<file path="src/rtl/sampler_pkg.sv">
// Shared widths and FIFO entry layout for the sampler output path.
package sampler_pkg;

  localparam int unsigned SAMPLE_W      = 16;
  localparam int unsigned WORD_W        = 32;
  localparam int unsigned PKT_WORDS_DEF = 16;
  localparam int unsigned HALF_BIT      = 32;
  localparam int unsigned ENTRY_W       = WORD_W + 1;

  // half sits at bit HALF_BIT, above the 32-bit data word
  typedef struct packed {
    logic              half;
    logic [WORD_W-1:0] data;
  } entry_t;

endpackage

</file>
<file path="src/rtl/sample_fifo.sv">
// Synchronous show-ahead FIFO; occupancy kept in a count register so level never
// depends on pointer difference.
module sample_fifo #(
  parameter int unsigned WIDTH = 33,
  parameter int unsigned DEPTH = 64
) (
  input  logic                     clk,
  input  logic                     rst,
  input  logic                     i_clr,
  input  logic                     i_push,
  input  logic [WIDTH-1:0]         i_data,
  input  logic                     i_pop,
  output logic [WIDTH-1:0]         o_data,
  output logic [$clog2(DEPTH):0]   o_count,
  output logic                     o_full,
  output logic                     o_empty
);

  localparam int unsigned AW = $clog2(DEPTH);

  logic [WIDTH-1:0] r_mem [DEPTH];
  logic [AW-1:0]    r_wr_ptr;
  logic [AW-1:0]    r_rd_ptr;
  logic [AW:0]      r_count;
  logic             w_do_push;
  logic             w_do_pop;

  assign o_full    = (r_count == (AW+1)'(DEPTH));
  assign o_empty   = (r_count == '0);
  assign o_count   = r_count;
  assign o_data    = r_mem[r_rd_ptr];
  assign w_do_push = i_push && !o_full;
  assign w_do_pop  = i_pop && !o_empty;

  always_ff @(posedge clk) begin
    if (rst || i_clr) begin
      r_wr_ptr <= '0;
      r_rd_ptr <= '0;
      r_count  <= '0;
    end else begin
      if (w_do_push) r_wr_ptr <= r_wr_ptr + AW'(1);
      if (w_do_pop)  r_rd_ptr <= r_rd_ptr + AW'(1);
      r_count <= r_count + (AW+1)'(w_do_push) - (AW+1)'(w_do_pop);
    end
  end

  // storage is not reset; contents are only visible once counted
  always_ff @(posedge clk) begin
    if (w_do_push) r_mem[r_wr_ptr] <= i_data;
  end

endmodule

</file>
<file path="src/rtl/sample_packer.sv">
// Pairs 16-bit compressed samples into 32-bit words, buffers them and frames
// the output stream into fixed-size packets, with flush for a short final packet.
module sample_packer
  import sampler_pkg::*;
#(
  parameter int unsigned DEPTH     = 64,
  parameter int unsigned PKT_WORDS = PKT_WORDS_DEF
) (
  input  logic                    clk,
  input  logic                    rst,
  input  logic                    clear,
  input  logic                    flush,
  input  logic [SAMPLE_W-1:0]     in_data,
  input  logic                    in_valid,
  output logic                    in_ready,
  output logic [WORD_W-1:0]       out_data,
  output logic                    out_half,
  output logic                    out_last,
  output logic                    out_valid,
  input  logic                    out_ready,
  output logic                    overflow,
  output logic [$clog2(DEPTH):0]  level
);

  localparam int unsigned LW = $clog2(DEPTH) + 1;
  localparam int unsigned BW = (PKT_WORDS > 1) ? $clog2(PKT_WORDS) : 1;

  logic                r_hold_v;
  logic [SAMPLE_W-1:0] r_hold;
  logic                r_push_pend;
  entry_t              r_push_entry;
  logic [BW-1:0]       r_beat;
  logic                r_flush_pend;
  logic                r_overflow;

  entry_t              w_head;
  logic [LW-1:0]       w_level;
  logic                w_fifo_full;
  logic                w_fifo_empty;
  logic                w_accept;
  logic                w_xfer;
  logic                w_flush_new;
  logic                w_final;
  logic                w_drained;

  sample_fifo #(
    .WIDTH (ENTRY_W),
    .DEPTH (DEPTH)
  ) u_fifo (
    .clk     (clk),
    .rst     (rst),
    .i_clr   (clear),
    .i_push  (r_push_pend),
    .i_data  (r_push_entry),
    .i_pop   (w_xfer),
    .o_data  (w_head),
    .o_count (w_level),
    .o_full  (w_fifo_full),
    .o_empty (w_fifo_empty)
  );

  // space check counts the word already on its way into the FIFO
  assign in_ready    = !r_flush_pend && !w_fifo_full &&
                       !(r_push_pend && (w_level == LW'(DEPTH - 1)));
  assign w_accept    = in_valid && in_ready;
  assign w_flush_new = flush && !r_flush_pend;
  assign w_drained   = w_fifo_empty && !r_hold_v && !r_push_pend;
  assign w_final     = r_flush_pend && (w_level == LW'(1)) && !r_hold_v && !r_push_pend;

  assign out_valid = !w_fifo_empty;
  assign out_data  = w_head.data;
  assign out_half  = out_valid && w_head.half;
  assign out_last  = out_valid && ((r_beat == BW'(PKT_WORDS - 1)) || w_final);
  assign w_xfer    = out_valid && out_ready;
  assign overflow  = r_overflow;
  assign level     = w_level;

  // pairing, flush tracking, packet beat and overflow; data regs need no reset
  always_ff @(posedge clk) begin
    if (rst || clear) begin
      r_hold_v     <= 1'b0;
      r_push_pend  <= 1'b0;
      r_beat       <= '0;
      r_flush_pend <= 1'b0;
      r_overflow   <= 1'b0;
    end else begin
      r_push_pend <= 1'b0;
      if (in_valid && !in_ready) r_overflow <= 1'b1;

      if (w_accept) begin
        if (r_hold_v) begin
          r_push_pend  <= 1'b1;
          r_push_entry <= '{half: 1'b0, data: {in_data, r_hold}};
          r_hold_v     <= 1'b0;
        end else if (w_flush_new) begin
          r_push_pend  <= 1'b1;
          r_push_entry <= '{half: 1'b1, data: {SAMPLE_W'(0), in_data}};
        end else begin
          r_hold   <= in_data;
          r_hold_v <= 1'b1;
        end
      end else if (w_flush_new && r_hold_v) begin
        r_push_pend  <= 1'b1;
        r_push_entry <= '{half: 1'b1, data: {SAMPLE_W'(0), r_hold}};
        r_hold_v     <= 1'b0;
      end

      if (w_flush_new) begin
        r_flush_pend <= 1'b1;
      end else if (r_flush_pend && w_drained) begin
        r_flush_pend <= 1'b0;
      end

      if (w_xfer) r_beat <= out_last ? '0 : r_beat + BW'(1);
    end
  end

endmodule

</file>
<file path="config.mk">
export PLATFORM = sky130hd
export DESIGN_NAME = sample_packer
export DESIGN_NICKNAME = d
export VERILOG_FILES = /design/src/rtl/sampler_pkg.sv /design/src/rtl/sample_fifo.sv /design/src/rtl/sample_packer.sv
export SDC_FILE = /design/constraint.sdc
export NUM_CORES = 2
export LEC_CHECK = 0
export BUFFER_PORTS_ARGS = -buffer_cell sky130_fd_sc_hd__buf_2
export CAP_MARGIN = 0
export CORE_MARGIN = 2
export CORE_UTILIZATION = 45
export DETAILED_ROUTE_END_ITERATION = 7
export GPL_TIMING_DRIVEN = 0
export PLACE_DENSITY = 0.57
export SLEW_MARGIN = 20
export SYNTH_ARGS = -nofsm -noshare
export SYNTH_HDL_FRONTEND = slang
export SYNTH_SLANG_ARGS = --single-unit
</file>
<file path="constraint.sdc">
create_clock -name clk -period 4.1 [get_ports clk]
set_input_delay 0.205 -clock clk [delete_from_list [all_inputs] [get_ports clk]]
set_output_delay 0.205 -clock clk [all_outputs]
set_load 0.005 [all_outputs]
</file>
==> run metrics <==
Crit Path Max Fanout 10; post-synthesis share of cell area spent on full adders, half adders and majority gates 0.2197%; Worst-Skew Late Latency between 0.8 and 0.9 ns; kind of end point of the critical path output pin; Most used DFF post-synth sky130_fd_sc_hd__edfxtp_1; outcome finished, final reports clean; sort of element at the start of the critical path register; placer congestion estimate 0.8190; fill cell total of the finished layout 13.92k; TritonCTS buffer count ~220; Worst Skew 0.04983 ns; max-slew headroom at the worst pin 30.15%; layout net count 4,252; clock-pin slew of the registers on the worst-case setup and hold paths 0.06 ns; Final HPWL DP about 160 mm; required time at the worst-slack endpoint 3.89 ns; antenna-violating nets left 0; Tot GR Track Use approximately a quarter; combinational family with the most area after synthesis multiplexers; layout overhead on the synthesized area 19.33%; number of nets in the synthesized netlist between 3k and 4k; Core Footprint 183,300 µm²; area of all placed cells without fillers approximately 99,000 µm²; multiplexer area fraction after synthesis 14.51%; Tcrit/Tclk final 98.63%; die extent in y 433.9 µm; Max Buffers Root-to-Sink 3; synthesized area ~83,000 µm²; via count 41.80k; CP peak stage delay 0.73 ns; Synthesis Warnings 0; I/O Pins 66; Starting Density between 40% and 50%; final global-route overflow total 0; synth unique cells 48; die span in x 433.9 µm; final hold violation count 0; maximum number of pins on one net before global-route repair 29; minimum period implied by the final worst setup slack 4.044 ns; vias in the first global route 41.58k; total number of H-tree levels 4; ratio of routed vias to standard cells 6.080; setup ws final ~0.056 ns; Setup Viol. Count Final 0; Async S/R FF share, synth 0%; share of final-layout standard cells stronger than drive strength 1 32.13%; Pre-Repair DR Iteration Count 5; Port Buf Inserts 65; standard cell with the maximum stage delay on the critical path sky130_fd_sc_hd__nor3_2; achievable clock frequency 0.2473 GHz; final slew viol count 0; number of synthesized flops with an enable pin 2,161; total die area 188,300 µm²; Gate Count Post-Synth 3,703; Compound-Gate Fraction of Synth Area 3.361%; number of DRC markers after the initial detailed-route iteration 5,814; cell mode on critical path sky130_fd_sc_hd__buf_6; number of antenna violations at the first check in global routing 21; Routed Wire Length 239.2 mm; cells along the critical path buf_2, buf_6, buf_6, buf_6, nor3_2, a22oi_1, o211ai_1, a21oi_2, o211a_1, buf_2; Crit Path Class reg2out; synthesized area per cell 22.46 µm²; total chip power between 0.04 and 0.05 W; Arrival @ worst endpoint ~3.8 ns; maximum vdd drop a little over 500 µV; Row Count 157; Pwr Density 487.0 nW/µm²; clock tree from TritonCTS done; transition time at the pin with the least slew margin 1.045 ns; Seq cells post-synth 2,194; post-synthesis share of cell area spent on and, or, nand and nor gates 1.688%; max-cap violations 0; worst min-delay path class in2reg; setup repair after global routing missed its margin true; Post-Place Setup Slack -0.6537 ns; average routed wire per standard cell 34.79 µm; Root Driver sky130_fd_sc_hd__clkbuf_16; register area share after synthesis roughly four fifths; detailed-route DRC error count 0; parity-gate share of the synthesized area counting xor and xnor cells 0.1685%; wire length of the first global-routing pass 329.4 mm; leakage power of the design 30.61 nW; clock tree sinks 2,194; Post-DP Area between 90,000 and 100,000 µm²
[cells in the mapped netlist (3+ instances only)]
| master | count | area [µm²] |
|---|---|---|
| sky130_fd_sc_hd__edfxtp_1 | 2161 | 64890 |
| sky130_fd_sc_hd__nand3b_1 | 6 | 45.04 |
| sky130_fd_sc_hd__nand4_1 | 6 | 37.54 |
| sky130_fd_sc_hd__o22ai_1 | 29 | 181.4 |
| sky130_fd_sc_hd__or3_1 | 4 | 25.02 |
| sky130_fd_sc_hd__nand2b_1 | 3 | 18.77 |
| sky130_fd_sc_hd__o211ai_1 | 27 | 202.7 |
| sky130_fd_sc_hd__ha_1 | 13 | 162.7 |
| sky130_fd_sc_hd__clkbuf_1 | 101 | 379.1 |
| sky130_fd_sc_hd__nand2_1 | 30 | 112.6 |
| sky130_fd_sc_hd__o21ai_0 | 41 | 205.2 |
| sky130_fd_sc_hd__nor3_1 | 6 | 30.03 |
| sky130_fd_sc_hd__buf_1 | 17 | 63.81 |
| sky130_fd_sc_hd__xnor2_1 | 6 | 52.55 |
| sky130_fd_sc_hd__mux4_2 | 500 | 11260 |
| sky130_fd_sc_hd__dfxtp_1 | 33 | 660.6 |
| sky130_fd_sc_hd__nand3_1 | 62 | 310.3 |
| sky130_fd_sc_hd__buf_6 | 7 | 78.83 |
| sky130_fd_sc_hd__xor2_1 | 10 | 87.58 |
| sky130_fd_sc_hd__o211a_1 | 8 | 80.08 |
| sky130_fd_sc_hd__mux2_2 | 18 | 202.7 |
| sky130_fd_sc_hd__or4_1 | 4 | 30.03 |
| sky130_fd_sc_hd__buf_2 | 69 | 345.3 |
| sky130_fd_sc_hd__inv_1 | 14 | 52.55 |
| sky130_fd_sc_hd__a21oi_1 | 44 | 220.2 |
| sky130_fd_sc_hd__nor3b_1 | 3 | 22.52 |
| sky130_fd_sc_hd__a22oi_1 | 194 | 1456 |
| sky130_fd_sc_hd__or2_2 | 5 | 31.28 |
| sky130_fd_sc_hd__buf_4 | 14 | 105.1 |
| sky130_fd_sc_hd__and3_1 | 36 | 225.2 |
| sky130_fd_sc_hd__and2_1 | 5 | 31.28 |
| sky130_fd_sc_hd__a22o_1 | 36 | 315.3 |
| sky130_fd_sc_hd__mux2i_1 | 60 | 600.6 |
| sky130_fd_sc_hd__a21boi_0 | 8 | 60.06 |
| sky130_fd_sc_hd__nor2_1 | 96 | 360.4 |
| sky130_fd_sc_hd__nor2b_1 | 12 | 75.07 |
[layout make-up]
| type | instances | area [µm²] | area share (%) |
|---|---|---|---|
| Clock buffer | 290 | 5796 | 5.840 |
| Tap cell | 2464 | 3083 | 3.107 |
| Inverter | 14 | 52.55 | 0.05295 |
| Buffer | 206 | 1353 | 1.363 |
| Timing Repair Buffer | 298 | 4810 | 4.847 |
| Clock inverter | 115 | 1069 | 1.077 |
| Sequential cell | 2194 | 65550 | 66.06 |
| Multi-Input combinational cell | 1287 | 17500 | 17.64 |
| Antenna cell | 7 | 17.52 | 0.01765 |
[report_power, final]
group | switching, W | internal [W] | leakage (nW) | total (W)
clock network | 0.00849 | 0.0109 | 3.34 | 0.0194
logic | 0.00233 | 0.00196 | 7.58 | 0.00429
registers | 0.0000920 | 0.0245 | 19.7 | 0.0246
total | 0.0109 | 0.0374 | 30.6 | 0.0483
[registers in the layout, indices dropped and copies added (netlist names), 4 cells and up, named ones only]
signal,flops
u_fifo.r_mem,2112
r_push_entry,33
r_hold,16
u_fifo.o_count,7
u_fifo.r_rd_ptr,6
u_fifo.r_wr_ptr,6
r_beat,4
[path summary, 6_finish.rpt]
check                                  startpoint                  end  slack, ns  cells after the start
worst min register to register           overflow             overflow       0.46                      2
worst min-delay path                   in_data[8]            r_hold[8]       0.07                      2
worst max-delay path                     register         out_data[31]       0.06                     10
worst max register to register  u_fifo.o_count[2]  u_fifo.r_mem[32][4]       0.27                     10
[what timing repair did]
item	CTS	global route
hold endpoints to repair	66	0
endpoints found under the setup margin	33	20
gates cloned	0	0
pin swaps	6	2
buffers inserted	6	2
gates resized for setup	292	14
hold buffers	23	0
[layout by cell type, fill, tap and decap left out, types with 34 or more instances in the layout]
cell type / Yosys / routed
sky130_fd_sc_hd__nand3_1: 62 / 47
sky130_fd_sc_hd__clkinv_1: 0 / 47
sky130_fd_sc_hd__and3_1: 36 / 36
sky130_fd_sc_hd__clkbuf_16: 0 / 218
sky130_fd_sc_hd__a22oi_1: 194 / 192
sky130_fd_sc_hd__a21oi_1: 44 / 34
sky130_fd_sc_hd__mux4_2: 500 / 500
sky130_fd_sc_hd__buf_8: 0 / 79
sky130_fd_sc_hd__nor2_4: 0 / 65
sky130_fd_sc_hd__buf_2: 69 / 93
sky130_fd_sc_hd__clkbuf_1: 101 / 85
sky130_fd_sc_hd__clkinv_2: 0 / 34
sky130_fd_sc_hd__buf_12: 0 / 53
sky130_fd_sc_hd__edfxtp_1: 2161 / 2161
sky130_fd_sc_hd__buf_16: 0 / 71
sky130_fd_sc_hd__mux2i_1: 60 / 60
sky130_fd_sc_hd__buf_4: 14 / 44
sky130_fd_sc_hd__a22o_1: 36 / 36
sky130_fd_sc_hd__clkbuf_2: 0 / 60
[through the flow]
| step | instances | TNS (ns) | hold slack [ns] | utilization [%] |
|---|---|---|---|---|
| 4_1_cts | 6865 | -0.1365 | 0.01277 | 54.08 |
| 3_5_place_dp | 6433 | -6.257 | 0.4077 | 49.78 |
| 3_3_place_gp | 6232 | -3090.56 | 0.4073 | 47.24 |
| 5_1_grt | 6871 | -0.1116 | 0.04711 | 54.14 |
| 6_report | 6875 | 0 | 0.06803 | 54.15 |
| 2_1_floorplan | 3703 | 0 | 0.3039 | - |
[critical path, delay by kind of cell (launching register included)]
kind	cells	cell delay, ns
AND/OR/NAND/NOR	1	0.73
flip-flops	1	0.30
buffers and inverters	5	0.89
AO/OA/AOI/OAI	4	1.05
[cells by family (layout without fill, tap and decap cells)]
logic type,after synthesis,count (layout)
AOI/OAI and AO/OA,397,397
xor gates and xnor gates,16,16
adders and majority gates,14,14
buffers and inverters,222,923
DFF,2194,2194
muxes,578,578
other,0,7
and+or+nand+nor,282,282
[metal layers]
layer	vias to the layer above	global-route usage (%)	wire (µm)
met3	345	4.413	19030
met2	1995	40.68	115100
met5	-	0	39
li1	16878	-	-
met1	22579	36.00	97170
met4	6	8.357	7831
Note: power is estimated with default switching activity, not from simulation.
